**config.mk**
```make
export PLATFORM = sky130hd
export DESIGN_NAME = seq_div32_16_flat
export DESIGN_NICKNAME = d
export VERILOG_FILES = /design/src/rtl/seq_div32_16_if.sv /design/src/rtl/seq_div32_16.sv /design/src/flat_wrapper.sv
export SDC_FILE = /design/constraint.sdc
export NUM_CORES = 1
export LEC_CHECK = 0
export CELL_PAD_IN_SITES_DETAIL_PLACEMENT = 1
export CELL_PAD_IN_SITES_GLOBAL_PLACEMENT = 2
export CORE_UTILIZATION = 31
export CTS_CLUSTER_SIZE = 28
export DETAILED_ROUTE_END_ITERATION = 16
export GPL_TIMING_DRIVEN = 0
export PLACE_DENSITY_LB_ADDON = 0.08
export SETUP_SLACK_MARGIN = 0.1
export SLEW_MARGIN = 20
export SYNTH_ARGS = -nofsm -noshare
export SYNTH_HDL_FRONTEND = slang
export SYNTH_SLANG_ARGS = --single-unit
```
**constraint.sdc**
```tcl
create_clock -name clk -period 3.7 [get_ports clk]
set_clock_uncertainty 0.15 [all_clocks]
set_input_delay 0.37 -clock clk [delete_from_list [all_inputs] [get_ports clk]]
set_output_delay 0.37 -clock clk [all_outputs]
set_load 0.02 [all_outputs]
```
**src/rtl/seq_div32_16_if.sv**
```systemverilog
// Operand/result channel of the 32/16 sequential divider.
// Both sides use valid/ready: a transfer happens on a rising clk edge where
// valid and ready are both 1. A producer holding valid must keep its payload
// stable until that edge, and the divider never withdraws out_valid or
// changes the result before that edge.
interface seq_div32_16_if;
  logic        in_valid;
  logic        in_ready;
  logic [31:0] n;
  logic [15:0] d;
  logic        out_valid;
  logic        out_ready;
  logic [15:0] q;
  logic [15:0] rem;
  logic        div_zero;
  logic        overflow;
  logic [1:0]  dbg_state;

  modport master (
    output in_valid, n, d, out_ready,
    input  in_ready, out_valid, q, rem, div_zero, overflow, dbg_state
  );

  modport slave (
    input  in_valid, n, d, out_ready,
    output in_ready, out_valid, q, rem, div_zero, overflow, dbg_state
  );
endinterface

```
**src/rtl/seq_div32_16.sv**
```systemverilog
// Restoring unsigned divider, 32-bit dividend by 16-bit divisor, one quotient
// bit per clock. Divide-by-zero and quotient overflow finish in one cycle.
module seq_div32_16 (
  input  logic          clk,
  input  logic          reset,
  seq_div32_16_if.slave dif
);

  typedef enum logic [1:0] {
    IDLE = 2'd0,
    BUSY = 2'd1,
    DONE = 2'd2
  } state_t;

  state_t      state, state_nx;
  logic [16:0] p, p_nx;
  logic [15:0] sh, sh_nx;
  logic [15:0] dreg, dreg_nx;
  logic [15:0] q_r, q_nx;
  logic [15:0] rem_r, rem_nx;
  logic [3:0]  cnt, cnt_nx;
  logic        dz_r, dz_nx;
  logic        ov_r, ov_nx;

  // Trial remainder is 17 bits so the bit shifted out of P[15] is kept.
  logic [16:0] t;
  logic [16:0] t_sub;
  logic        t_ge;

  assign t     = {p[15:0], sh[15]};
  assign t_ge  = (t >= {1'b0, dreg});
  assign t_sub = t - {1'b0, dreg};

  always_comb begin
    state_nx = state;
    p_nx     = p;
    sh_nx    = sh;
    dreg_nx  = dreg;
    q_nx     = q_r;
    rem_nx   = rem_r;
    cnt_nx   = cnt;
    dz_nx    = dz_r;
    ov_nx    = ov_r;
    case (state)
      IDLE: begin
        if (dif.in_valid) begin
          dreg_nx = dif.d;
          if (dif.d == 16'd0) begin
            state_nx = DONE;
            dz_nx    = 1'b1;
            ov_nx    = 1'b0;
            q_nx     = 16'hFFFF;
            rem_nx   = dif.n[15:0];
          end else if (dif.n[31:16] >= dif.d) begin
            // Quotient would need more than 16 bits.
            state_nx = DONE;
            dz_nx    = 1'b0;
            ov_nx    = 1'b1;
            q_nx     = 16'hFFFF;
            rem_nx   = 16'hFFFF;
          end else begin
            state_nx = BUSY;
            p_nx     = {1'b0, dif.n[31:16]};
            sh_nx    = dif.n[15:0];
            cnt_nx   = 4'd0;
            dz_nx    = 1'b0;
            ov_nx    = 1'b0;
            q_nx     = 16'd0;
          end
        end
      end
      BUSY: begin
        p_nx   = t_ge ? t_sub : t;
        sh_nx  = {sh[14:0], 1'b0};
        q_nx   = {q_r[14:0], t_ge};
        cnt_nx = cnt + 4'd1;
        if (cnt == 4'd15) begin
          state_nx = DONE;
          rem_nx   = t_ge ? t_sub[15:0] : t[15:0];
        end
      end
      DONE: begin
        if (dif.out_ready) state_nx = IDLE;
      end
      default: state_nx = IDLE;
    endcase
  end

  always_ff @(posedge clk) begin
    if (reset) begin
      state <= IDLE;
      p     <= 17'd0;
      sh    <= 16'd0;
      dreg  <= 16'd0;
      q_r   <= 16'd0;
      rem_r <= 16'd0;
      cnt   <= 4'd0;
      dz_r  <= 1'b0;
      ov_r  <= 1'b0;
    end else begin
      state <= state_nx;
      p     <= p_nx;
      sh    <= sh_nx;
      dreg  <= dreg_nx;
      q_r   <= q_nx;
      rem_r <= rem_nx;
      cnt   <= cnt_nx;
      dz_r  <= dz_nx;
      ov_r  <= ov_nx;
    end
  end

  assign dif.in_ready  = (state == IDLE);
  assign dif.out_valid = (state == DONE);
  assign dif.q         = q_r;
  assign dif.rem       = rem_r;
  assign dif.div_zero  = dz_r;
  assign dif.overflow  = ov_r;
  assign dif.dbg_state = state;

endmodule

```
**src/flat_wrapper.sv**
```systemverilog
// flat-port wrapper written by rule: the top's interface ports become plain ports
module seq_div32_16_flat 
  (clk, reset, dif_in_valid, dif_n, dif_d, dif_out_ready, dif_in_ready, dif_out_valid, dif_q, dif_rem, dif_div_zero, dif_overflow, dif_dbg_state);
  seq_div32_16_if dif_i ();
  input  logic clk;
  input  logic reset;
  input wire logic [$bits(dif_i.in_valid)-1:0] dif_in_valid;
  input wire logic [$bits(dif_i.n)-1:0] dif_n;
  input wire logic [$bits(dif_i.d)-1:0] dif_d;
  input wire logic [$bits(dif_i.out_ready)-1:0] dif_out_ready;
  output wire logic [$bits(dif_i.in_ready)-1:0] dif_in_ready;
  output wire logic [$bits(dif_i.out_valid)-1:0] dif_out_valid;
  output wire logic [$bits(dif_i.q)-1:0] dif_q;
  output wire logic [$bits(dif_i.rem)-1:0] dif_rem;
  output wire logic [$bits(dif_i.div_zero)-1:0] dif_div_zero;
  output wire logic [$bits(dif_i.overflow)-1:0] dif_overflow;
  output wire logic [$bits(dif_i.dbg_state)-1:0] dif_dbg_state;
  assign dif_i.in_valid = dif_in_valid;
  assign dif_i.n = dif_n;
  assign dif_i.d = dif_d;
  assign dif_i.out_ready = dif_out_ready;
  assign dif_in_ready = dif_i.in_ready;
  assign dif_out_valid = dif_i.out_valid;
  assign dif_q = dif_i.q;
  assign dif_rem = dif_i.rem;
  assign dif_div_zero = dif_i.div_zero;
  assign dif_overflow = dif_i.overflow;
  assign dif_dbg_state = dif_i.dbg_state;
  seq_div32_16 u_core (.clk(clk), .reset(reset), .dif(dif_i));
endmodule
```
==> summary.md <==
| Metric | Value |
|---|---|
| WL final | 18,300 um |
| Root Driver | clkbuf_16 |
| Share of total power in sequential cells | 0.325 |
| Internal cell power | about 2.2 mW |
| # hold bufs at CTS | 0 |
| Dpl hpwl | around 15,000 um |
| Crit end category | flop |
| # setup viols final | 0 |
| Outcome | completed |
| Clk pwr share | 0.278 |
| Worst path bufs/invs | 4 |
| Adder-Cell Fraction of Synth Area | 0.0873 |
| First-pass GRT wire length | about 29,000 um |
| H-Tree Depth | 3 |
| Maximum VDD drop | ~0.24 mV |
| Critical path peak fanout | 10 |
| Crit path max-delay family | compound AO/OA/AOI/OAI gates |
| Leak | 2.53 nW |
| Syn nets | between 700 and 800 |
| Fillcell total | 1,901 |
| Critical path class | in2reg |
| Largest stage delay, worst path | about 0.56 ns |
| Yosys cell types | 63 |
| Final worst-path cycle share | 0.898 |
| Avg Cell Area, Syn | 7.91 sq um |
| Slowest stage cell, crit path | clkdlybuf4s50_1 |
| Pwr/cell area | 550 nW/um^2 |
| Post-synthesis mux area share | 0.00631 |
| Setup TNS | 0 ns |
| Slew headroom | 0.451 |
| Switching Power | 1.36 mW |
| DP Worst Slack | about 0.011 ns |
| Post-synthesis sequential area ratio | 0.355 |
| ANT nets after route | 0 |
| GRT Resource Usage Total | 0.233 |
| Initial drt markers | about 220 |
| Final Hold Viols | 0 |
| EDFF count, synth | 0 |
| Pin count of the biggest net entering global routing | 17 |
| Commonest non-fill, non-tap cell in the layout | nand2_1 |
| Area grow syn2layout | 29.4% |
| Setup ws final | between 0.3 and 0.4 ns |
| Post-layout util | 0.416 |
| Worst Max-Slew Pin Slew | 0.813 ns |
| Ports | 90 |
| Clock Sinks | about 90 |
| Sw frac | 0.385 |
| Main combinational cell family by area after synthesis | compound AO/OA/AOI/OAI gates |
| Synth Instances | roughly 630 |
| DRC | 0 |
| Drt wl/cell | between 15 and 20 um |
| Fin nets | a little over 800 |
| TritonRoute pass-1 iters | 4 |
| Critical path launch point type | input pin |
| Most frequent cells in the layout | 96 x nand2_1, 88 x clkdlybuf4s50_1, 88 x dfxtp_1 |
| Layout cell share with drive strength beyond 1 | 0.0575 |
| DR vias | about 5,000 |
| Required time worst endpoint | ~3.8 ns |
| Clock transition at path regs | ~0.07 ns |
| Critical path, cell by cell | clkdlybuf4s50_1 > inv_1 > ha_1 > nand2b_1 > a2111o_1 > a21oi_1 > o21ai_1 > a21oi_1 > buf_4 > buf_2 > o21ai_0 > a31oi_1 |
| PortBufs | a little under 90 |
| Initial Util | 0.321 |
| Die width | 128 um |
| Slew Viols, Final | 0 |
| DIE HEIGHT | ~130 um |
| Rows | 45 |
| Gate power share | 0.396 |
| HP Class | reg2reg |
| Post-synth design cell area | 4960 sq um |
| Min cycle time layout | between 3 and 4 ns |
| Number of global-route vias before repair | 5,150 |
| Achievable Freq | approximately 300 MHz |
| Xor and xnor fraction of the mapped netlist area | 0.0212 |
| Total grt overflow | 0 |
| Ys async rst share | 0 |
| CTS tree | yes |
| Yosys warns | 0 |
| PostCTS Resize Cnt | 0 |
| Critical Path Most Common Cell | a21oi_1 |
| Die footprint | ~17,000 sq um |
| Clk buf depth | 2 |
| GPL Wtd Cong | 0.818 |
| Post-CTS Setup Bufs | 0 |
| Vias per cell | approximately 5.3 |
| Unrepaired setup endpoints after global routing | no |
| Simple-gate share of the synthesized area | 0.202 |
| Most used DFF post-synth | dfxtp_1 |
| Core footprint | ~15,000 sq um |
| # diodes | 0 |
| Max_cap viols | 0 |
| #FFs+latches synth | between 80 and 90 |
| Post-synthesis compound-gate area fraction | 0.266 |
| Worst path arrival time | roughly 3.5 ns |
| Initial antenna violation count | 0 |
| Worst-skew pair later-pin latency | between 0.3 and 0.4 ns |
| CTS Buf Count | 9 |
[worst paths after layout]
| check | startpoint | to | slack, ns | depth (start not counted) |
|---|---|---|---|---|
| setup reg to reg | u_core.dreg[1] | u_core.p[3] | 0.43 | 10 |
| setup / recovery | dif_n[16] | u_core.p[15] | 0.38 | 12 |
| hold / removal | u_core.dif.rem[0] | u_core.dif.rem[0] | 0.31 | 2 |
| hold reg to reg | u_core.dif.rem[0] | u_core.dif.rem[0] | 0.31 | 2 |
[cell usage after synthesis (9+ instances only)]
library cell   n  area share
clkbuf_1      25       0.019
o21ai_0       23       0.023
dfxtp_1       88        0.36
xor2_1        10       0.018
inv_1         37       0.028
nor3_1        27       0.027
buf_2          9      0.0091
ha_1          33       0.083
a311oi_1      15       0.026
a21oi_1       53       0.053
nand2_1       96       0.073
a22o_1        10       0.018
nand3_1        9      0.0091
o21a_1        12       0.018
nor2_1        67       0.051
[tightest hold or removal path, stage by stage (launching register included)]
cell and delay, ns:
dfxtp_1 0.31, nand2_1 0.05, a21oi_1 0.05
[power by group through the flow]
stage | sequential [mW] | combinational [mW] | clock, mW
6_report | 1.15 | 1.40 | 0.982
5_1_grt | 1.16 | 1.54 | 1.04
4_1_cts | 1.15 | 1.41 | 1.01
3_5_place_dp | 1.17 | 1.40 | 0
3_3_place_gp | 1.16 | 1.37 | 0
2_1_floorplan | 1.20 | 0.863 | 0
[per-layer routing]
layer | vias to the layer above | track usage | part of all wire
met4 | 0 | 0.0907 | 0.019
met1 | 2388 | 0.313 | 0.49
li1 | 2450 | - | -
met2 | 102 | 0.375 | 0.45
met5 | - | 0 | 0
met3 | 19 | 0.0362 | 0.043
[metrics by stage]
stage | cells | hold slack, ns | total power, mW | cell area, sq um
global placement | 926 | 0.297 | 2.54 | 6100
floorplan | 627 | 0.286 | 2.07 | 4960
finish | 942 | 0.311 | 3.53 | 6420
global route | 942 | 0.340 | 3.74 | 6420
detailed placement | 926 | 0.299 | 2.56 | 6100
CTS | 942 | 0.313 | 3.57 | 6420
[state kept, by name (all words and copies together), names as in the netlist]
signal / count
u_core.p: 16
u_core.cnt: 4
u_core.dreg: 16
u_core.dif.rem: 16
u_core.sh: 16
u_core.dif.dbg_state: 2
u_core.dif.overflow: 1
u_core.dif.div_zero: 1
u_core.dif.q: 16
[kinds of logic after synthesis]
group,Yosys count
adder cells (fa/ha/maj),34
flip-flops,88
XOR/XNOR,12
multiplexers,3
AO/OA/AOI/OAI,184
AND/OR/NAND/NOR,231
buffers and inverters,75
[area by class of cell]
type | instances | area [sq um] | share of cell area
buffer | 38 | 169 | 0.0263
clock buffer | 10 | 239 | 0.0372
clock inverter | 6 | 75.1 | 0.0117
timing repair buffer | 88 | 881 | 0.137
tap | 211 | 264 | 0.0411
sequential | 88 | 1760 | 0.275
inverter | 37 | 139 | 0.0216
multi-input combinational | 464 | 2890 | 0.450
(Power assumes the default switching activity.)
